File: src/rtl/frame_pkg.sv
// rtl/frame_pkg.sv - shared frame constants and state encoding for encoder and decoder
package frame_pkg;

  localparam logic [7:0] STX1_DEFAULT  = 8'hFF;
  localparam logic [7:0] STX2_DEFAULT  = 8'h5A;
  localparam int         FRAME_LEN     = 16;
  localparam int         PAYLOAD_COUNT = 8;

  typedef enum logic [3:0] {
    S_IDLE = 4'd0,
    S_STX1 = 4'd1,
    S_STX2 = 4'd2,
    S_CH1  = 4'd3,
    S_CH2  = 4'd4,
    S_CH3  = 4'd5,
    S_CH4  = 4'd6,
    S_OFF1 = 4'd7,
    S_OFF2 = 4'd8,
    S_OFF3 = 4'd9,
    S_OFF4 = 4'd10,
    S_RSV  = 4'd11
  } state_t;

  // Index of the payload byte that follows the current state (CH1 = 0 ... OFF4 = 7).
  function automatic logic [2:0] payload_sel(input state_t s);
    logic [3:0] d;
    d = s - S_STX2;
    return d[2:0];
  endfunction

endpackage

File: src/rtl/frame_snapshot.sv
// rtl/frame_snapshot.sv - 8x8-bit payload register bank with load and byte select
module frame_snapshot
  import frame_pkg::*;
(
  input  logic                       clk,
  input  logic                       reset,
  input  logic                       load,
  input  logic [8*PAYLOAD_COUNT-1:0] load_data,
  input  logic [2:0]                 sel,
  output logic [7:0]                 data
);

  logic [7:0] bank [PAYLOAD_COUNT];

  always_ff @(posedge clk) begin
    if (reset) begin
      for (int i = 0; i < PAYLOAD_COUNT; i++) bank[i] <= 8'h00;
    end else if (load) begin
      for (int i = 0; i < PAYLOAD_COUNT; i++) bank[i] <= load_data[8*i +: 8];
    end
  end

  assign data = bank[sel];

endmodule

File: src/rtl/frame_encoder.sv
// rtl/frame_encoder.sv - serialises one 16-byte control frame per start into a valid/ready byte stream
module frame_encoder
  import frame_pkg::*;
#(
  parameter logic [7:0] STX1_BYTE = STX1_DEFAULT,
  parameter logic [7:0] STX2_BYTE = STX2_DEFAULT,
  parameter logic [7:0] RSV_BYTE  = 8'h00,
  parameter int         RSV_COUNT = 6
) (
  input  logic       clk,
  input  logic       reset,
  input  logic       start,
  input  logic [7:0] sink_CH1data,
  input  logic [7:0] sink_CH2data,
  input  logic [7:0] sink_CH3data,
  input  logic [7:0] sink_CH4data,
  input  logic [7:0] sink_offset1data,
  input  logic [7:0] sink_offset2data,
  input  logic [7:0] sink_offset3data,
  input  logic [7:0] sink_offset4data,
  input  logic       source_ready,
  output logic       source_data_valid,
  output logic [7:0] source_data,
  output logic       busy,
  output logic       frame_done
);

  localparam logic [3:0] RSV_LAST = 4'(RSV_COUNT - 1);

  state_t     state;
  logic [3:0] rsv_cnt;
  logic [7:0] snap_byte;
  logic       snap_load;
  logic       xfer;

  assign xfer      = source_data_valid && source_ready;
  assign snap_load = (state == S_IDLE) && start;

  frame_snapshot u_snapshot (
    .clk       (clk),
    .reset     (reset),
    .load      (snap_load),
    .load_data ({sink_offset4data, sink_offset3data, sink_offset2data, sink_offset1data,
                 sink_CH4data, sink_CH3data, sink_CH2data, sink_CH1data}),
    .sel       (payload_sel(state)),
    .data      (snap_byte)
  );

  always_ff @(posedge clk) begin
    if (reset) begin
      state             <= S_IDLE;
      source_data_valid <= 1'b0;
      source_data       <= 8'h00;
      busy              <= 1'b0;
      frame_done        <= 1'b0;
      rsv_cnt           <= 4'd0;
    end else begin
      frame_done <= 1'b0;
      case (state)
        S_IDLE: if (start) begin
          state             <= S_STX1;
          source_data       <= STX1_BYTE;
          source_data_valid <= 1'b1;
          busy              <= 1'b1;
        end
        S_STX1: if (xfer) begin
          state       <= S_STX2;
          source_data <= STX2_BYTE;
        end
        // Each transfer loads the byte belonging to the state being entered.
        S_STX2, S_CH1, S_CH2, S_CH3, S_CH4, S_OFF1, S_OFF2, S_OFF3: if (xfer) begin
          state       <= state_t'(state + 4'd1);
          source_data <= snap_byte;
        end
        S_OFF4: if (xfer) begin
          state       <= S_RSV;
          source_data <= RSV_BYTE;
          rsv_cnt     <= 4'd0;
        end
        S_RSV: if (xfer) begin
          if (rsv_cnt == RSV_LAST) begin
            state             <= S_IDLE;
            source_data_valid <= 1'b0;
            source_data       <= 8'h00;
            busy              <= 1'b0;
            frame_done        <= 1'b1;
            rsv_cnt           <= 4'd0;
          end else begin
            rsv_cnt <= rsv_cnt + 4'd1;
          end
        end
        default: begin
          state             <= S_IDLE;
          source_data_valid <= 1'b0;
          source_data       <= 8'h00;
          busy              <= 1'b0;
          rsv_cnt           <= 4'd0;
        end
      endcase
    end
  end

endmodule

File: config.mk
export PLATFORM = sky130hd
export DESIGN_NAME = frame_encoder
export DESIGN_NICKNAME = d
export VERILOG_FILES = /design/src/rtl/frame_pkg.sv /design/src/rtl/frame_snapshot.sv /design/src/rtl/frame_encoder.sv
export SDC_FILE = /design/constraint.sdc
export NUM_CORES = 1
export LEC_CHECK = 0
export ABC_CLOCK_PERIOD_IN_PS = 5100
export BUFFER_PORTS_ARGS = -buffer_cell sky130_fd_sc_hd__buf_2
export CORE_MARGIN = 4
export CORE_UTILIZATION = 50
export CTS_BUF_LIST = sky130_fd_sc_hd__clkbuf_4 sky130_fd_sc_hd__clkbuf_8
export CTS_CLUSTER_SIZE = 24
export DETAILED_ROUTE_END_ITERATION = 10
export PLACE_DENSITY = 0.83
export SYNTH_ARGS = -nofsm -noshare
export SYNTH_HDL_FRONTEND = slang
export SYNTH_SLANG_ARGS = --single-unit
File: constraint.sdc
create_clock -name clk -period 5.1 [get_ports clk]
set_input_delay 1.02 -clock clk [delete_from_list [all_inputs] [get_ports clk]]
set_output_delay 1.02 -clock clk [all_outputs]
set_load 0.02 [all_outputs]
==> impl_metrics.yaml <==
sta:
  final_hold_viol_count: 0
  fin_tns_setup_ns: 0
  rsz0062_at_grt: "no"
  fin_crit_ns: 2.86
  tightest_slew_ns: 0.744
  fin_crit_sh_pct: 56.1
  relSlewSlack_pct: 50.3
  max_freq_mhz: 350
  final.setup_skew_ns: 0.00827
  holdWs_ns: 0.487
  drv_slew: 0
  setup_viol: 0
cells_and_area:
  num-fill-cells: 636
  layout-drive-gt1-share_pct: 26.4
  multi_input_area_sq_um: 1550
  final_area_sq_um: 4560
  final_cells: 507
  num_antenna_cells: 0
  ff_latch_area_sq_um: 2280
  syn_to_final_growth_pct: 15.5
  fin_nets: 476
clock_tree:
  post_cts_buffers: 0
  cts-htree-levels: 3
  cts_root_buf: "clkbuf_8"
  cts_tree: "built"
  cts_buffers: 9
  post_cts_resized: 0
  clock_path_buffers: 2
  clk_pin_slew_worst_paths_ns: 0.08
  cts_num_sinks: 82
  hold_buffers: 0
  clock_latency_ns: 0.35
logic_synthesis:
  synth.area.mux_share_pct: 8.10
  postSynthAreaPerCell_sq_um: 12.1
  yosysWarnings: 0
  ys_seq_elements: 82
  synthSimpleGateAreaFrac_pct: 18.0
  synthCells: 328
  ys_seq_area_share_pct: 57.7
  syn_nets: 404
  synthAdderAreaFrac_pct: 2.53
  synth_top_cell_by_area: "edfxtp_1"
  yosys.area_share.xor_xnor_pct: 0
  synth_top_family_by_area: "simple AND/OR/NAND/NOR gates"
  synth-async-reset-ratio_pct: 0
  synth.most_common_cell: "edfxtp_1"
  synth_cell_types: 41
  ys.flop_type: "edfxtp_1"
  synth.area.top_cells: "edfxtp_1 (49%), dfxtp_1 (9.1%), mux2i_1 (8.1%)"
  synth_compound_area_share_pct: 10.4
  syn_area_sq_um: 3950
  netlist_top_cells_count: "edfxtp_1 (64), and2_1 (51), mux2i_1 (32)"
  synth_edf_count: 64
  synth_top_area_share_pct: 48.6
power_and_ir_drop:
  pwr-share-comb_pct: 33.7
  pwr-share-clk_pct: 19.6
  sw_frac_of_total_pct: 34.5
  power_switching_uw: 727
  vdd_drop_max_v: 0.000262
  p_int_mw: 1.38
  power.density_nw_per_um2: 461
  p_leak_nw: 1.83
  total_power_mw: 2.11
  seqPwrFrac_pct: 46.7
setup_path:
  reg2reg_slack_ns: 2.36
  path_max_fanout: 41
  critPathLaunchType: "input port"
  arrival_ns: 2.86
  cp-startpoint: "reset"
  r2r_end: "u_snapshot.bank[1][6]"
  crit-reg2reg-launch: "state[1]"
  crit_path_end_kind: "flip-flop"
  worstSetupPathType: "input port to flip-flop"
  ff2ff_path_depth: 7
  required_ns: 5.10
  crit_end: "u_snapshot.bank[1][6]"
grt:
  grt_max_degree: 42
  grt_use_met2_pct: 26.7
  top_usage_layer: "met2"
  antenna_found_initial: 0
  grt_pass1_vias: 2632
  gr-usage-all-layers_pct: 16.6
  use_met3_pct: 5.26
  grt_overflow_total: 0
  grt_pass1_wl_mm: 12.4
  grtUsageMet1_pct: 21.7
routing:
  drtAntennaViolNets: 0
  drt-total-wl_mm: 7.77
  vias_per_cell: 5.28
  dr.first_iter.drc_count: 218
  post-route-drc-count: 0
  drt_pass1_iterations: 4
  vias: 2679
  avgRoutedWirePerCell_microns: 15.3
floorplan:
  die-area_sq_um: 9390
  start_util_pct: 51.4
  fp.dieW_microns: 96.9
  die_height_microns: 96.9
  num_rows: 32
  core_area_sq_um: 7690
  ioPinCount: 79
hold_path:
  hold_path_class: "flip-flop to flip-flop"
job:
  max_cap_violations: 0
placed_design:
  dpl-instance-area_sq_um: 4400
  gp_congestion: 0.895
  dpl.cell_count: 491
  portBuffers: 78
  hpwl_mm: 5.41
status:
  status: "finished clean"
## power by group through the flow
stage                     Clock, mW  Sequential [mW]  Combinational, mW
after floorplan                   0             1.02              0.503
after global routing          0.453             1.00              0.787
after global placement            0            0.989              0.686
final                         0.413            0.983              0.710
after detailed placement          0            0.998              0.707
after CTS                     0.420            0.983              0.709
## area by class of cell
type	count	share of cell area (%)
multi-input combinational	219	33.9
clock buffer	12	3.21
sequential	82	50.0
tap	102	2.80
timing repair buffer	81	9.05
clock inverter	4	0.466
inverter	7	0.576
## state kept, by name (all words and copies together) (netlist names)
signal           flops
rsv_cnt              4
source_data          8
busy                 1
frame_done           1
state                4
u_snapshot.bank     64
## per-layer routing
metal / up-vias / share of wire, %
li1: 1332 / -
met3: 10 / 6.5
met1: 1256 / 43
met2: 81 / 49
met5: - / 0
met4: 0 / 1.2
## cells in the final DEF (no fill, tap or decap), types with 2 or more instances in the layout
| master | Yosys | routed |
|---|---|---|
| and2_1 | 51 | 51 |
| nor2b_1 | 21 | 21 |
| nor2_1 | 18 | 18 |
| ha_1 | 8 | 8 |
| dfxtp_1 | 18 | 17 |
| buf_4 | 4 | 3 |
| clkinv_2 | 0 | 2 |
| a21oi_1 | 5 | 5 |
| o21ai_1 | 3 | 3 |
| a21oi_2 | 2 | 2 |
| nand2b_1 | 4 | 3 |
| a22o_1 | 2 | 2 |
| or2_4 | 2 | 2 |
| nand3b_1 | 2 | 2 |
| a22oi_1 | 17 | 17 |
| nand3_1 | 5 | 5 |
| nand2_1 | 9 | 9 |
| o21ai_0 | 4 | 4 |
| a31oi_1 | 4 | 4 |
| clkbuf_4 | 0 | 3 |
| mux2i_1 | 32 | 32 |
| edfxtp_1 | 64 | 64 |
| buf_2 | 8 | 78 |
| inv_1 | 7 | 7 |
| a211oi_1 | 5 | 5 |
| o41ai_2 | 2 | 2 |
| o31ai_1 | 3 | 3 |
| clkbuf_8 | 0 | 9 |
| a311oi_1 | 2 | 2 |
| nor3_1 | 6 | 6 |
## how the worst min path moves through the flow
stage                          start          to  slack [ns]  depth (start not counted)
after floorplan           rsv_cnt[3]  rsv_cnt[3]        0.44                          1
after global placement    rsv_cnt[3]  rsv_cnt[3]        0.46                          1
after detailed placement  rsv_cnt[3]  rsv_cnt[3]        0.47                          1
after CTS                 rsv_cnt[3]  rsv_cnt[3]        0.48                          1
after global routing      rsv_cnt[3]  rsv_cnt[3]        0.51                          1
final                     rsv_cnt[3]  rsv_cnt[3]        0.49                          1
## critical path, stage by stage
cell and delay [ns]:
buf_2 0.57, nand2b_2 0.73, buf_4 0.51
## stage by stage
stage | worst slack (ns) | utilization (%)
5_1_grt | 2.07 | 59.4
3_3_place_gp | 1.94 | 57.2
3_5_place_dp | 1.85 | 57.2
4_1_cts | 2.23 | 59.4
2_1_floorplan | 1.78 | -
6_report | 2.24 | 59.4
## cell families after synthesis
logic type / count (synthesis)
AOI/OAI and AO/OA: 55
DFF: 82
and+or+nand+nor: 124
buffers and inverters: 27
muxes: 32
adders and majority gates: 8
Power figures use the tool's default switching activity.
